===== src/rtl/equeue_generic.sv =====
// equeue_generic: age-ordered issue queue with CDB capture, collapsing compaction and flush.
// Optional EQUEUE_CDB_BYPASS_EN captures a same-cycle CDB broadcast into a dispatched operand.
module equeue_generic #(
  parameter int DEPTH  = 4,
  parameter int TAG_W  = 6,
  parameter int DATA_W = 32,
  parameter int CNT_W  = 3
) (
  input  logic              clk,
  input  logic              reset_n,
  input  logic              flush,
  input  logic [TAG_W-1:0]  dispatch_rdtag,
  input  logic [TAG_W-1:0]  dispatch_rstag,
  input  logic [TAG_W-1:0]  dispatch_rttag,
  input  logic [DATA_W-1:0] dispatch_rsdata,
  input  logic [DATA_W-1:0] dispatch_rtdata,
  input  logic              dispatch_rsvalid,
  input  logic              dispatch_rtvalid,
  input  logic              dispatch_en,
  output logic              dispatch_ready,
  input  logic [TAG_W-1:0]  cdb_tag,
  input  logic [DATA_W-1:0] cdb_data,
  input  logic              cdb_valid,
  output logic [TAG_W-1:0]  issue_rdtag,
  output logic [DATA_W-1:0] issue_rsdata,
  output logic [DATA_W-1:0] issue_rtdata,
  output logic              issue_ready,
  input  logic              issue_done,
  output logic [CNT_W-1:0]  occupancy
);
  localparam int IW = $clog2(DEPTH);
  typedef struct packed {
    logic              v;
    logic              rsv;
    logic              rtv;
    logic [TAG_W-1:0]  rd;
    logic [TAG_W-1:0]  rs;
    logic [TAG_W-1:0]  rt;
    logic [DATA_W-1:0] rsd;
    logic [DATA_W-1:0] rtd;
  } ent_t;
  ent_t q [DEPTH];
  ent_t up [DEPTH+1];
  ent_t nxt [DEPTH];
  ent_t din;
  logic [CNT_W-1:0] occ, wr_idx;
  logic [IW-1:0] sel;
  logic found, pop, push, byp_rs, byp_rt;
  always_comb begin
    sel = '0;
    found = 1'b0;
    for (int i = DEPTH - 1; i >= 0; i--)
      if (q[i].v && q[i].rsv && q[i].rtv) begin
        sel = IW'(i);
        found = 1'b1;
      end
  end
  assign issue_ready    = found & ~flush;
  assign pop            = issue_ready & issue_done;
  assign dispatch_ready = ~flush & ((occ < CNT_W'(DEPTH)) | pop);
  assign push           = dispatch_en & dispatch_ready;
  assign wr_idx         = occ - CNT_W'(pop);
  assign occupancy      = occ;
  assign issue_rdtag    = q[sel].rd;
  assign issue_rsdata   = q[sel].rsd;
  assign issue_rtdata   = q[sel].rtd;
`ifdef EQUEUE_CDB_BYPASS_EN
  assign byp_rs = cdb_valid & ~dispatch_rsvalid & (dispatch_rstag == cdb_tag);
  assign byp_rt = cdb_valid & ~dispatch_rtvalid & (dispatch_rttag == cdb_tag);
`else
  assign byp_rs = 1'b0;
  assign byp_rt = 1'b0;
`endif
  always_comb begin
    din.v   = 1'b1;
    din.rsv = dispatch_rsvalid | byp_rs;
    din.rtv = dispatch_rtvalid | byp_rt;
    din.rd  = dispatch_rdtag;
    din.rs  = dispatch_rstag;
    din.rt  = dispatch_rttag;
    din.rsd = byp_rs ? cdb_data : dispatch_rsdata;
    din.rtd = byp_rt ? cdb_data : dispatch_rtdata;
  end
  // CDB capture happens before the shift so moving entries still wake up
  always_comb begin
    up[DEPTH] = '0;
    for (int i = 0; i < DEPTH; i++) begin
      up[i] = q[i];
      if (cdb_valid && q[i].v && !q[i].rsv && q[i].rs == cdb_tag) begin
        up[i].rsv = 1'b1;
        up[i].rsd = cdb_data;
      end
      if (cdb_valid && q[i].v && !q[i].rtv && q[i].rt == cdb_tag) begin
        up[i].rtv = 1'b1;
        up[i].rtd = cdb_data;
      end
    end
  end
  always_comb begin
    for (int i = 0; i < DEPTH; i++) begin
      nxt[i] = (pop && i >= int'(sel)) ? up[i+1] : up[i];
      if (push && wr_idx == CNT_W'(i)) nxt[i] = din;
      if (flush) nxt[i].v = 1'b0;
    end
  end
  always_ff @(posedge clk or negedge reset_n)
    if (!reset_n) begin
      occ <= '0;
      q   <= '{default: '0};
    end else begin
      occ <= flush ? '0 : occ + CNT_W'(push) - CNT_W'(pop);
      q   <= nxt;
    end
endmodule


===== config.mk =====
export PLATFORM = sky130hd
export DESIGN_NAME = equeue_generic
export DESIGN_NICKNAME = d
export VERILOG_FILES = /design/src/rtl/equeue_generic.sv
export SDC_FILE = /design/constraint.sdc
export NUM_CORES = 1
export LEC_CHECK = 0
export CAP_MARGIN = 15
export CORE_MARGIN = 2
export CORE_UTILIZATION = 40
export CTS_BUF_LIST = sky130_fd_sc_hd__clkbuf_2 sky130_fd_sc_hd__clkbuf_4 sky130_fd_sc_hd__clkbuf_8
export DETAILED_ROUTE_END_ITERATION = 8
export PLACE_DENSITY_LB_ADDON = 0.2
export REMOVE_ABC_BUFFERS = 1
export SYNTH_ARGS = -nofsm -noshare
export SYNTH_HDL_FRONTEND = slang
export SYNTH_SLANG_ARGS = --single-unit

===== constraint.sdc =====
create_clock -name clk -period 6.5 [get_ports clk]
set_clock_uncertainty 0.05 [all_clocks]
set_input_delay 0.65 -clock clk [delete_from_list [all_inputs] [get_ports clk]]
set_output_delay 0.65 -clock clk [all_outputs]
set_load 0.01 [all_outputs]

Yosys cells after proc, flatten, opt, wreduce, memory -nomap -nowiden
Index checks and enable logic that the tools add are counted.
Storage, ports and cells
  input port bits: 128
  word-level logic and storage cells: 153
  register bits after elaboration: 343
  output and inout bits: 75
Cells by class
  $add $sub $neg: 3
  equal/unequal tests: 11
  magnitude comparators: 5
  multiplexer cells: 40
  bitwise operators: 7
  reductions and logical operators: 54
Operators by type and width (count)
  2-to-1 mux 85 bit: 8
  2-to-1 mux 32 bit: 8
  binary-select mux 85 bit (select 2 bit): 1
  2-to-1 mux 82 bit: 2
  == test 6 bit: 8
  logical AND 1 bit: 35
  nonzero test 3 bit: 6
  2-to-1 mux 1 bit: 16
  zero test 1 bit: 8
  2-to-1 mux 2 bit: 4
  nonzero test 2 bit: 4
  == test 3 x 2 -> 1 bit (second input constant): 2
  subtractor 3 x 1 -> 3 bit: 2
  AND 1 bit: 4
  >= comparator 1 x 2 -> 1 bit (first input constant): 2
  adder 3 x 1 -> 3 bit: 1
  == test 3 x 1 -> 1 bit (second input constant): 1
  >= comparator 3 bit (second input constant): 1
  zero test 3 bit: 1
  < comparator 3 bit (second input constant): 1
  2-to-1 mux 3 bit: 1
  NOT 2 -> 3 bit: 1
  >= comparator 2 bit (first input constant): 1
  NOT 1 bit: 1
  bitwise OR 1 bit: 1

Depth between registers and ports, before layout
  depth after elaboration: 14
  depth in mapped cells: 14
  depth with buffers taken out: 11

Worst setup path after synthesis
No wires, ideal clock.
  path kind: register to register
  start point: reg q[337] (netlist bit)
  end point: reg q[14] (netlist bit)
  library setup time: 134 ps
  setup slack: 3180 ps
  path buffers: 2
  required time: 6316 ps
  period minus slack after synthesis: 3320 ps
  arrival time: 3136 ps
  stages on the path, launching flop included: 11
  cell sequence: dfrtp_1 -> and3_1 -> buf_2 -> o41ai_4 -> inv_1 -> ha_1 -> ha_1 -> or4b_1 -> o31ai_1 -> clkbuf_1 -> o21ai_0
RTL lines
  start: declaration: line 42  | ent_t q [DEPTH];
  start signal: assignment: line 112  | q <= nxt;

Worst setup path in the final report
  start point: reg q[169] (netlist bit)
  end point: out issue_rsdata[27]
Between the ends
  longest elaborated chain between the ends: 9
RTL lines
  logical AND 1 bit (2 in series): line 53  | if (q[i].v && q[i].rsv && q[i].rtv) begin
  2-to-1 mux 2 bit (3 in series): line 53
  NOT 2 -> 3 bit (implied by the code): line 65  | assign issue_rsdata = q[sel].rsd;
  binary-select mux 85 bit (select 2 bit): line 65
  2-to-1 mux 82 bit (2 in series)
  end: declaration: line 25  | output logic [DATA_W-1:0] issue_rsdata,
No other way between the ends. The select of a mux whose other input is x is not followed.

==> flow_metrics.env <==
export IMPL_p_leak_nw=9.78
export IMPL_hold_viol_final=0
export IMPL_critical_path_class="reg2out"
export IMPL_drt_total_wl_mm=71.0
export IMPL_postRouteAntennaNets=0
export IMPL_cts_tree="built"
export IMPL_p_per_area_nw_per_um2=366
export IMPL_grt_ovfl_total=0
export IMPL_p_total_mw=8.54
export IMPL_fin_crit_ns=4.70
export IMPL_final_cells=3002
export IMPL_synth_avg_cell_area_um2=8.70
export IMPL_critPathLaunchType="flip-flop"
export IMPL_required_ns=5.80
export IMPL_status="finished clean"
export IMPL_place_ws_ns=1.61
export IMPL_hold_path_class="in2async"
export IMPL_grt_pass1_wl_mm=109
export IMPL_synth_edf_count=0
export IMPL_vias=18500
export IMPL_cts_buffers=66
export IMPL_die_y_um=224
export IMPL_drv_cap=0
export IMPL_holdWs_ns=0.443
export IMPL_clock_latency_ns=0.63
export IMPL_synthCells=2225
export IMPL_cp_arrival_ns=4.00
export IMPL_drt_initial_drc_count=1685
export IMPL_ys_ff_latch=343
export IMPL_netlist_area_um2=19400
export IMPL_grtUsageTotal=0.281
export IMPL_synthFlopType="dfrtp_1"
export IMPL_synth_cell_type_count=48
export IMPL_cts_root_buf="clkbuf_8"
export IMPL_slew_violations=0
export IMPL_yosys_area_top_type="dfrtp_1"
export IMPL_r2r_cells=12
export IMPL_cp_end_kind="output port"
export IMPL_rsz0062_at_grt="no"
export IMPL_place_gp_congestion=0.854
export IMPL_startpoint="q[169]"
export IMPL_drc_errors=0
export IMPL_num_rows=80
export IMPL_placed_cells=2890
export IMPL_die_w_um=224
export IMPL_ys_top_cells_by_area="dfrtp_1, nand2_1, mux2i_1"
export IMPL_ctsHtreeMaxLevel=3
export IMPL_synthArstFlopShare=1.00
export IMPL_r2r_start="q[253]"
export IMPL_nets=2478
export IMPL_dr_pass1_iters=6
export IMPL_ioPinCount=203
export IMPL_fmax_mhz=213
export IMPL_ys_seq_area_frac=0.443
export IMPL_synth_warnings=0
export IMPL_coreArea_um2=47700
export IMPL_placed_area_um2=22000
export IMPL_yosysMostFrequentCell="nand2_1"
export IMPL_r2r_end="q[302]"
export IMPL_period_share=0.723
export IMPL_grt_start_max_net_pins=167
export IMPL_slew_headroom=0.242
export IMPL_synth_top_area_frac=0.443
export IMPL_vias_per_cell=6.16
export IMPL_placement_io_buffers=202
export IMPL_utilization=0.489
export IMPL_cts_buffer_depth=3
export IMPL_worst_path_max_fanout=72
export IMPL_drive_above_1_share=0.0760
export IMPL_die_area_um2=50200
export IMPL_postLayoutCellArea_um2=23300
export IMPL_post_cts_buffers=0
export IMPL_setup_viol=0
export IMPL_wl_per_cell_um=23.7
export IMPL_antenna_found_initial=5
export IMPL_start_util=0.405
export IMPL_cts_sink_count=343
export IMPL_dp_hpwl_mm=40.4
export IMPL_cts_reportedPaths_clkPinSlew_ns=0.05
export IMPL_fin_ws_ns=1.80
export IMPL_max_slew_worst_pin_slew_ns=1.14
export IMPL_fin_setup_tns_ns=0
export IMPL_yosys_top_cells_count="nand2_1, dfrtp_1, nor2_1, o21ai_0, mux2i_1"
export IMPL_rrSetupSlack_ns=2.09
export IMPL_vdd_drop_max_mv=0.137
export IMPL_nFillCells=4506
export IMPL_grt_pass1_vias=18400
export IMPL_areaGrowthSynthToFinish_pct=20.5
cells in the final DEF, fill, tap and decap left out, types with 3 or more instances in the layout:
cell	count
o22a_1	64
o21ai_0	148
clkbuf_8	78
o21ai_1	5
o22ai_1	32
and2_1	70
and3b_1	3
o31ai_4	3
nand3b_1	3
buf_12	8
nor4_1	4
nor2b_1	3
nand3_1	11
nor2_1	164
clkbuf_4	24
a31oi_1	126
mux2i_1	128
nand4_1	7
a21oi_1	101
nor3_1	13
a2bb2oi_1	64
a21oi_4	3
a221oi_1	32
o21ai_4	7
ha_1	4
xnor2_1	32
buf_4	34
o221ai_1	64
nor2_4	3
xor2_1	18
diode_2	4
and3_1	5
nand2_1	427
clkdlybuf4s50_1	201
inv_1	43
a211oi_1	71
dfrtp_1	343
a21o_1	3
repair_timing:
action	CTS	global route
endpoints found under the setup margin	0	0
hold buffers	1	0
resized for setup	0	0
hold endpoints to repair	33	0
kinds of logic after synthesis:
logic type / after synthesis / share of synthesized area
AO/OA/AOI/OAI: 737 / 0.257
multiplexers: 128 / 0.0662
AND/OR/NAND/NOR: 725 / 0.157
flip-flops: 343 / 0.443
adder cells (fa/ha/maj): 5 / 0.00362
XOR/XNOR: 50 / 0.0226
buffers and inverters: 237 / 0.0498
how the worst max path moves through the flow:
| stage | end | slack (ns) | cells after the start |
|---|---|---|---|
| floorplan | issue_rdtag[0] | -3.29 | 4 |
| global placement | q[287] | 1.73 | 13 |
| detailed placement | q[287] | 1.61 | 13 |
| CTS | issue_rsdata[1] | 1.84 | 7 |
| global route | issue_rsdata[27] | 1.66 | 7 |
| finish | issue_rsdata[27] | 1.80 | 7 |
routing by layer:
layer,vias to the layer above,GRT usage,wire length [um]
li1,8273,-,-
met1,9173,0.369,29600
met2,881,0.454,33600
met3,169,0.0560,5540
met4,2,0.116,2330
met5,-,0,13
cell type report:
class	count	area, um2	share of cell area
flip-flops and latches	343	8580	0.368
repair buffers	246	2480	0.106
multi-input cells	1645	10000	0.431
well taps	615	769	0.0330
inverters	43	161	0.00692
clock inverters	4	25.0	0.00107
diodes	4	10.0	0.000429
clock buffers	102	1250	0.0537
critical path: stages, from the launching register on:
cell and delay [ns]:
dfrtp_1 0.46, and3_1 0.41, o21ai_0 0.21, nand2_4 0.66, buf_12 0.42, a211oi_1 0.08
a31oi_1 0.43, clkdlybuf4s50_1 0.64
power breakdown:
group,switching [mW],internal (mW),total [mW]
sequential,0.663,2.99,3.66
combinational,1.29,1.43,2.72
clock,0.953,1.21,2.16
sequential cells by signal, indices dropped and copies added, names as in the netlist:
signal     cells
occupancy      3
q            340
Power figures use the tool's default switching activity.
